## config.mk

```make
export PLATFORM = sky130hd
export DESIGN_NAME = id_stage
export DESIGN_NICKNAME = d
export VERILOG_FILES = /design/src/rtl/chronos_pkg.sv /design/src/rtl/imm_gen.sv /design/src/rtl/id_stage.sv
export SDC_FILE = /design/constraint.sdc
export NUM_CORES = 1
export LEC_CHECK = 0
export CORE_ASPECT_RATIO = 1.1
export CORE_MARGIN = 10
export CORE_UTILIZATION = 30
export CTS_CLUSTER_SIZE = 30
export DETAILED_ROUTE_END_ITERATION = 7
export GPL_TIMING_DRIVEN = 0
export MAX_ROUTING_LAYER = met4
export SLEW_MARGIN = 10
export SYNTH_ARGS = -nofsm -noshare
export SYNTH_HDL_FRONTEND = slang
export SYNTH_SLANG_ARGS = --single-unit
```

## constraint.sdc

```tcl
create_clock -name clk -period 1.6 [get_ports clk]
set_input_delay 0.16 -clock clk [delete_from_list [all_inputs] [get_ports clk]]
set_output_delay 0.16 -clock clk [all_outputs]
set_load 0.05 [all_outputs]
```

## src/rtl/chronos_pkg.sv

```systemverilog
// Chronos RV32I shared decode definitions.
// Holds the base-opcode constants, the immediate-format enum, the decoded
// word record handed from id_stage to ex_stage, and an opcode legality helper.
package chronos_pkg;

    localparam int unsigned CHRONOS_XLEN = 32;

    localparam logic [6:0] OPC_LUI      = 7'b0110111;
    localparam logic [6:0] OPC_AUIPC    = 7'b0010111;
    localparam logic [6:0] OPC_JAL      = 7'b1101111;
    localparam logic [6:0] OPC_JALR     = 7'b1100111;
    localparam logic [6:0] OPC_BRANCH   = 7'b1100011;
    localparam logic [6:0] OPC_LOAD     = 7'b0000011;
    localparam logic [6:0] OPC_STORE    = 7'b0100011;
    localparam logic [6:0] OPC_OP_IMM   = 7'b0010011;
    localparam logic [6:0] OPC_OP       = 7'b0110011;
    localparam logic [6:0] OPC_MISC_MEM = 7'b0001111;
    localparam logic [6:0] OPC_SYSTEM   = 7'b1110011;

    typedef enum logic [2:0] {
        IMM_I,
        IMM_S,
        IMM_B,
        IMM_U,
        IMM_J,
        IMM_R
    } imm_type_e;

    typedef struct packed {
        logic [CHRONOS_XLEN-1:0] pc;
        logic [6:0]              opcode;
        logic [2:0]              funct3;
        logic                    funct7b5;
        logic [4:0]              rd;
        logic [4:0]              rs1;
        logic [4:0]              rs2;
        logic [CHRONOS_XLEN-1:0] imm;
        logic                    illegal;
    } dec_word_t;

    // Opcode constants all end in 2'b11, so a compressed-looking word is
    // rejected here without a separate check on instr[1:0].
    function automatic logic opcode_legal(input logic [6:0] opc);
        logic ok;
        case (opc)
            OPC_LUI, OPC_AUIPC, OPC_JAL, OPC_JALR, OPC_BRANCH, OPC_LOAD,
            OPC_STORE, OPC_OP_IMM, OPC_OP, OPC_MISC_MEM, OPC_SYSTEM: ok = 1'b1;
            default:                                                 ok = 1'b0;
        endcase
        return ok;
    endfunction

endpackage

```

## src/rtl/imm_gen.sv

```systemverilog
// Immediate generator for RV32I.
// Classifies the instruction's immediate format from its opcode and builds the
// sign-extended immediate. Purely combinational.
//   instr    in  32            raw instruction word
//   imm_type out imm_type_e    immediate format (IMM_R for R-type and unknown opcodes)
//   imm      out CHRONOS_XLEN  sign-extended immediate, 0 for IMM_R
module imm_gen
    import chronos_pkg::*;
(
    input  logic [31:0]             instr,
    output imm_type_e               imm_type,
    output logic [CHRONOS_XLEN-1:0] imm
);

    always_comb begin
        imm_type = IMM_R;
        case (instr[6:0])
            OPC_LOAD, OPC_OP_IMM, OPC_JALR,
            OPC_MISC_MEM, OPC_SYSTEM:        imm_type = IMM_I;
            OPC_STORE:                       imm_type = IMM_S;
            OPC_BRANCH:                      imm_type = IMM_B;
            OPC_LUI, OPC_AUIPC:              imm_type = IMM_U;
            OPC_JAL:                         imm_type = IMM_J;
            default:                         imm_type = IMM_R;
        endcase
    end

    always_comb begin
        imm = '0;
        unique case (imm_type)
            IMM_I: imm = {{(CHRONOS_XLEN-12){instr[31]}}, instr[31:20]};
            IMM_S: imm = {{(CHRONOS_XLEN-12){instr[31]}}, instr[31:25], instr[11:7]};
            IMM_B: imm = {{(CHRONOS_XLEN-13){instr[31]}}, instr[31], instr[7],
                          instr[30:25], instr[11:8], 1'b0};
            IMM_U: imm = {{(CHRONOS_XLEN-32){instr[31]}}, instr[31:12], 12'b0};
            IMM_J: imm = {{(CHRONOS_XLEN-21){instr[31]}}, instr[31], instr[19:12],
                          instr[20], instr[30:21], 1'b0};
            IMM_R: imm = '0;
            default: imm = '0;
        endcase
    end

endmodule

```

## src/rtl/id_stage.sv

```systemverilog
// Chronos RV32I instruction decode stage.
// Decodes {pc, instr} from fetch and holds results in a two-entry skid buffer
// (MAIN drives execute, SKID catches a word that arrives while MAIN stalls).
// if_ready depends only on registered SKID state, never on id_ready.
//   clk, rst            clock, synchronous active-high reset
//   en, flush           global stall (0 freezes state), discard all words
//   if_valid/if_ready   fetch handshake; if_pc, if_instr payload
//   id_valid/id_ready   execute handshake
//   id_pc .. id_illegal decoded fields of the MAIN entry (pc = RST_PC, rest 0 when empty)
module id_stage
    import chronos_pkg::*;
#(
    parameter int unsigned     XLEN   = CHRONOS_XLEN,
    parameter logic [XLEN-1:0] RST_PC = '0
) (
    input  logic            clk,
    input  logic            rst,
    input  logic            en,
    input  logic            flush,
    input  logic            if_valid,
    input  logic [XLEN-1:0] if_pc,
    input  logic [31:0]     if_instr,
    output logic            if_ready,
    output logic            id_valid,
    input  logic            id_ready,
    output logic [XLEN-1:0] id_pc,
    output logic [6:0]      id_opcode,
    output logic [2:0]      id_funct3,
    output logic            id_funct7b5,
    output logic [4:0]      id_rd,
    output logic [4:0]      id_rs1,
    output logic [4:0]      id_rs2,
    output logic [XLEN-1:0] id_imm,
    output logic            id_illegal
);

    imm_type_e               imm_type;
    logic [CHRONOS_XLEN-1:0] imm;
    dec_word_t               dec;

    dec_word_t main_q;
    dec_word_t skid_q;
    logic      main_valid_q;
    logic      skid_valid_q;
    logic      in_fire;
    logic      out_fire;

    imm_gen u_imm_gen (
        .instr    (if_instr),
        .imm_type (imm_type),
        .imm      (imm)
    );

    // Register fields an instruction format does not encode are zeroed so
    // execute never sees a false hazard on bits that are really immediate.
    always_comb begin
        dec          = '0;
        dec.pc       = if_pc;
        dec.opcode   = if_instr[6:0];
        dec.funct3   = if_instr[14:12];
        dec.funct7b5 = if_instr[30];
        dec.illegal  = ~opcode_legal(if_instr[6:0]);
        if (!dec.illegal) begin
            dec.imm = imm;
            unique case (imm_type)
                IMM_R: begin
                    dec.rd  = if_instr[11:7];
                    dec.rs1 = if_instr[19:15];
                    dec.rs2 = if_instr[24:20];
                end
                IMM_I: begin
                    dec.rd  = if_instr[11:7];
                    dec.rs1 = if_instr[19:15];
                end
                IMM_S, IMM_B: begin
                    dec.rs1 = if_instr[19:15];
                    dec.rs2 = if_instr[24:20];
                end
                IMM_U, IMM_J: begin
                    dec.rd  = if_instr[11:7];
                end
                default: ;
            endcase
        end
    end

    assign if_ready = ~skid_valid_q;
    assign in_fire  = if_valid & if_ready & en;
    assign out_fire = main_valid_q & id_ready & en;

    // SKID can only be valid while MAIN is valid, and an in-fire is impossible
    // while SKID is valid, so SKID never needs to be refilled in the same cycle
    // it drains into MAIN.
    always_ff @(posedge clk) begin
        if (rst) begin
            main_valid_q <= 1'b0;
            skid_valid_q <= 1'b0;
            main_q       <= '0;
            skid_q       <= '0;
        end else if (en) begin
            if (flush) begin
                main_valid_q <= 1'b0;
                skid_valid_q <= 1'b0;
            end else if (!main_valid_q) begin
                if (in_fire) begin
                    main_q       <= dec;
                    main_valid_q <= 1'b1;
                end
            end else if (out_fire) begin
                if (skid_valid_q) begin
                    main_q       <= skid_q;
                    skid_valid_q <= 1'b0;
                end else if (in_fire) begin
                    main_q <= dec;
                end else begin
                    main_valid_q <= 1'b0;
                end
            end else if (in_fire) begin
                skid_q       <= dec;
                skid_valid_q <= 1'b1;
            end
        end
    end

    always_comb begin
        id_valid    = main_valid_q;
        id_pc       = RST_PC;
        id_opcode   = '0;
        id_funct3   = '0;
        id_funct7b5 = 1'b0;
        id_rd       = '0;
        id_rs1      = '0;
        id_rs2      = '0;
        id_imm      = '0;
        id_illegal  = 1'b0;
        if (main_valid_q) begin
            id_pc       = main_q.pc;
            id_opcode   = main_q.opcode;
            id_funct3   = main_q.funct3;
            id_funct7b5 = main_q.funct7b5;
            id_rd       = main_q.rd;
            id_rs1      = main_q.rs1;
            id_rs2      = main_q.rs2;
            id_imm      = main_q.imm;
            id_illegal  = main_q.illegal;
        end
    end

endmodule

```

==> results.json <==
{
  "worst_slack_ns": -0.244,
  "grt_use_total_pct": 18.0,
  "p_int_w": 0.00746,
  "drtIter0Drc": 810,
  "status": "finished, violations left",
  "drv_cap": 0,
  "avgViaCountPerCell": 5.46,
  "final_cell_count_no_fill": 1650,
  "arrival_ns": 2.14,
  "worstPathRequired_ns": 1.89,
  "critPathKind": "reg2reg",
  "clk_pin_slew_worst_paths_ns": 0.07,
  "place_inst": 1567,
  "critPathCaptureType": "flip-flop",
  "grt-ovfl-total": 0,
  "r2r_setup_slack_ns": -0.24,
  "highest_layer": "met4",
  "holdBufCountCts": 0,
  "holdPathStages": 2,
  "dp_hpwl_um": 23000,
  "skew_ns": 0.0101,
  "clockBufferDepth": 2,
  "grt_pass1_wl_um": 49600,
  "power_density_mw_per_mm2": 780,
  "p_total_w": 0.0103,
  "r2r-start": "id_valid",
  "drive_gt1_share_pct": 33.2,
  "final_common_cell": "dfxtp_1",
  "dp_slack_ns": -1.39,
  "async_flop_share_pct": 0,
  "synth_edf_count": 0,
  "portBuffers": 161,
  "syn_area_per_cell_um2": 8.08,
  "slowest_delay_ns": 0.36,
  "finalMaxSlewViolations": 0,
  "drc": 0,
  "start_util_pct": 30.3,
  "startpoint_type": "flip-flop",
  "tightest_slew_ns": 0.660,
  "p_comb_share_pct": 13.4,
  "hold_class": "in2reg",
  "hp-start": "en",
  "numCtsBuffers": 17,
  "critPathSlowestCell": "dfxtp_4",
  "holdPathEnd": "skid_valid_q",
  "antenna_left": 0,
  "h-tree-depth": 4,
  "pin_count": 163,
  "synth_seq_cells": 184,
  "ir_drop_uv": 643,
  "period_needed_ns": 1.84,
  "core_area_mm2": 0.0278,
  "syn_inst": 1043,
  "worst-path-max-fanout": 7,
  "root_buffer": "clkbuf_16",
  "area_growth_pct": 56.0,
  "row_count": 64,
  "path_cells": "buf_12 -> buf_4 -> buf_6 -> and2_4 -> nand3_4 -> clkbuf_16 -> o22ai_1 -> a211oi_1",
  "route.met3.wl_um": 2360,
  "drt-met1-wl_um": 13900,
  "r2r_end": "main_q[38]",
  "avgRoutedWirePerCell_um": 20.6,
  "synth-seq-area-share_pct": 43.7,
  "crit_start": "id_valid",
  "clkLatencyLatePin_ns": 0.44,
  "finalSetupViolations": 268,
  "hold_viol_final": 0,
  "grt_pass1_vias": 8651,
  "reg2reg_depth": 8,
  "cts_tree": "done",
  "synth_warnings": 0,
  "die_area_mm2": 0.0352,
  "met2_length_um": 16500,
  "drt-pass1-iter-count": 6,
  "pwr-share-clk_pct": 40.0,
  "violations": "setup timing",
  "antenna_found_initial": 8,
  "finalNetCount": 1338,
  "syn_area_mm2": 0.00843,
  "ys_types": 53,
  "gp_congestion": 0.920,
  "syn_nets": 1113,
  "grt_max_degree": 17,
  "final_cell_mix": "dfxtp_1, nand2_1, nor2_1, buf_8, a211oi_1",
  "p_leak_nw": 4.82,
  "clock_sinks": 184,
  "swShare_pct": 27.2,
  "rsz0062_at_grt": "yes",
  "die_width_um": 180,
  "slew_headroom_pct": 56.0,
  "fin_crit_sh_pct": 115,
  "fmax_ghz": 0.542,
  "die_y_um": 196,
  "power_frac_seq_pct": 46.5,
  "wl_um": 34000,
  "vias": 9009,
  "switchingPower_w": 0.00279,
  "synthFlopType": "dfxtp_1"
}
==> cell type report <==
cell class                      count  area [um2]
Fill cell                        2634       14600
Multi-Input combinational cell    757        4900
Sequential cell                   184        3690
Timing Repair Buffer              208        2560
Buffer                             96         963
Tap cell                          363         454
Clock buffer                       18         429
Clock inverter                     12         120
Antenna cell                        8        20.0
Inverter                            4        15.0
==> cell usage after synthesis, types with 13 or more instances <==
master	number	area, um2
nor2_1	85	319
dfxtp_1	184	3680
o22ai_1	73	457
clkbuf_1	52	195
o21ai_0	20	100
nand2_1	155	582
o211ai_1	18	135
buf_2	29	145
nand3_1	14	70.1
or3_1	15	93.8
a22oi_1	13	97.6
a211oi_1	100	751
a21oi_1	77	385
and2_1	98	613
==> layer usage <==
metal	GRT usage [%]	vias to the layer above
met5	-	-
met4	7.57	0
met3	3.90	87
met2	29.8	386
met1	20.9	4341
li1	-	4195
==> stage by stage <==
step                      hold WS (ns)  utilization, %  cell area [um2]  TNS [ns]
after floorplan                  0.296               -             8550     -9.04
after global placement           0.438            38.2            10600   -202.65
after detailed placement         0.444            38.2            10600   -202.12
after CTS                      0.00591            43.3            12000    -26.20
after global routing            0.0236            47.3            13200    -39.32
final                           0.0139            47.3            13200    -27.71
==> critical path, delay by kind of cell (launching register included) <==
family	cells	cell delay, ns
buffers and inverters	4	0.59
AOI/OAI and AO/OA	2	0.34
and+or+nand+nor	2	0.42
DFF	1	0.36
==> how the worst max path moves through the flow <==
stage                   endpoint  cells after the start
detailed placement      id_rd[3]                      5
finish                main_q[38]                      8
global route          skid_q[38]                      8
floorplan             skid_q[38]                      8
CTS                    id_rs2[0]                      5
global placement    id_funct3[1]                      5
==> flip-flops by register name, summed over array words and instances, names as in the netlist <==
register and flops:
skid_q 91, skid_valid_q 1, main_q 91, id_valid 1
==> repair_timing <==
action                                  4_1_cts  5_1_grt
pin swaps                                    22       66
buffers inserted                             14       16
cloned                                        4       14
gates resized for setup                     835      245
hold endpoints to repair                      0        0
endpoints found under the setup margin      276      274
==> logic make-up after synthesis <==
kind of cell / count (synthesis) / share of synthesized area, %
multiplexers: 2 / 0.238
XOR/XNOR: 1 / 0.104
flip-flops: 184 / 43.7
AND/OR/NAND/NOR: 410 / 23.6
AO/OA/AOI/OAI: 344 / 26.5
buffers and inverters: 102 / 5.91
==> power by group through the flow <==
stage               Combinational, W  Sequential [W]  Clock [W]
floorplan                   0.000618         0.00485          0
global placement             0.00110         0.00486          0
detailed placement           0.00111         0.00487          0
CTS                          0.00124         0.00476    0.00414
global route                 0.00147         0.00478    0.00430
finish                       0.00138         0.00477    0.00411
Power figures use the tool's default switching activity.
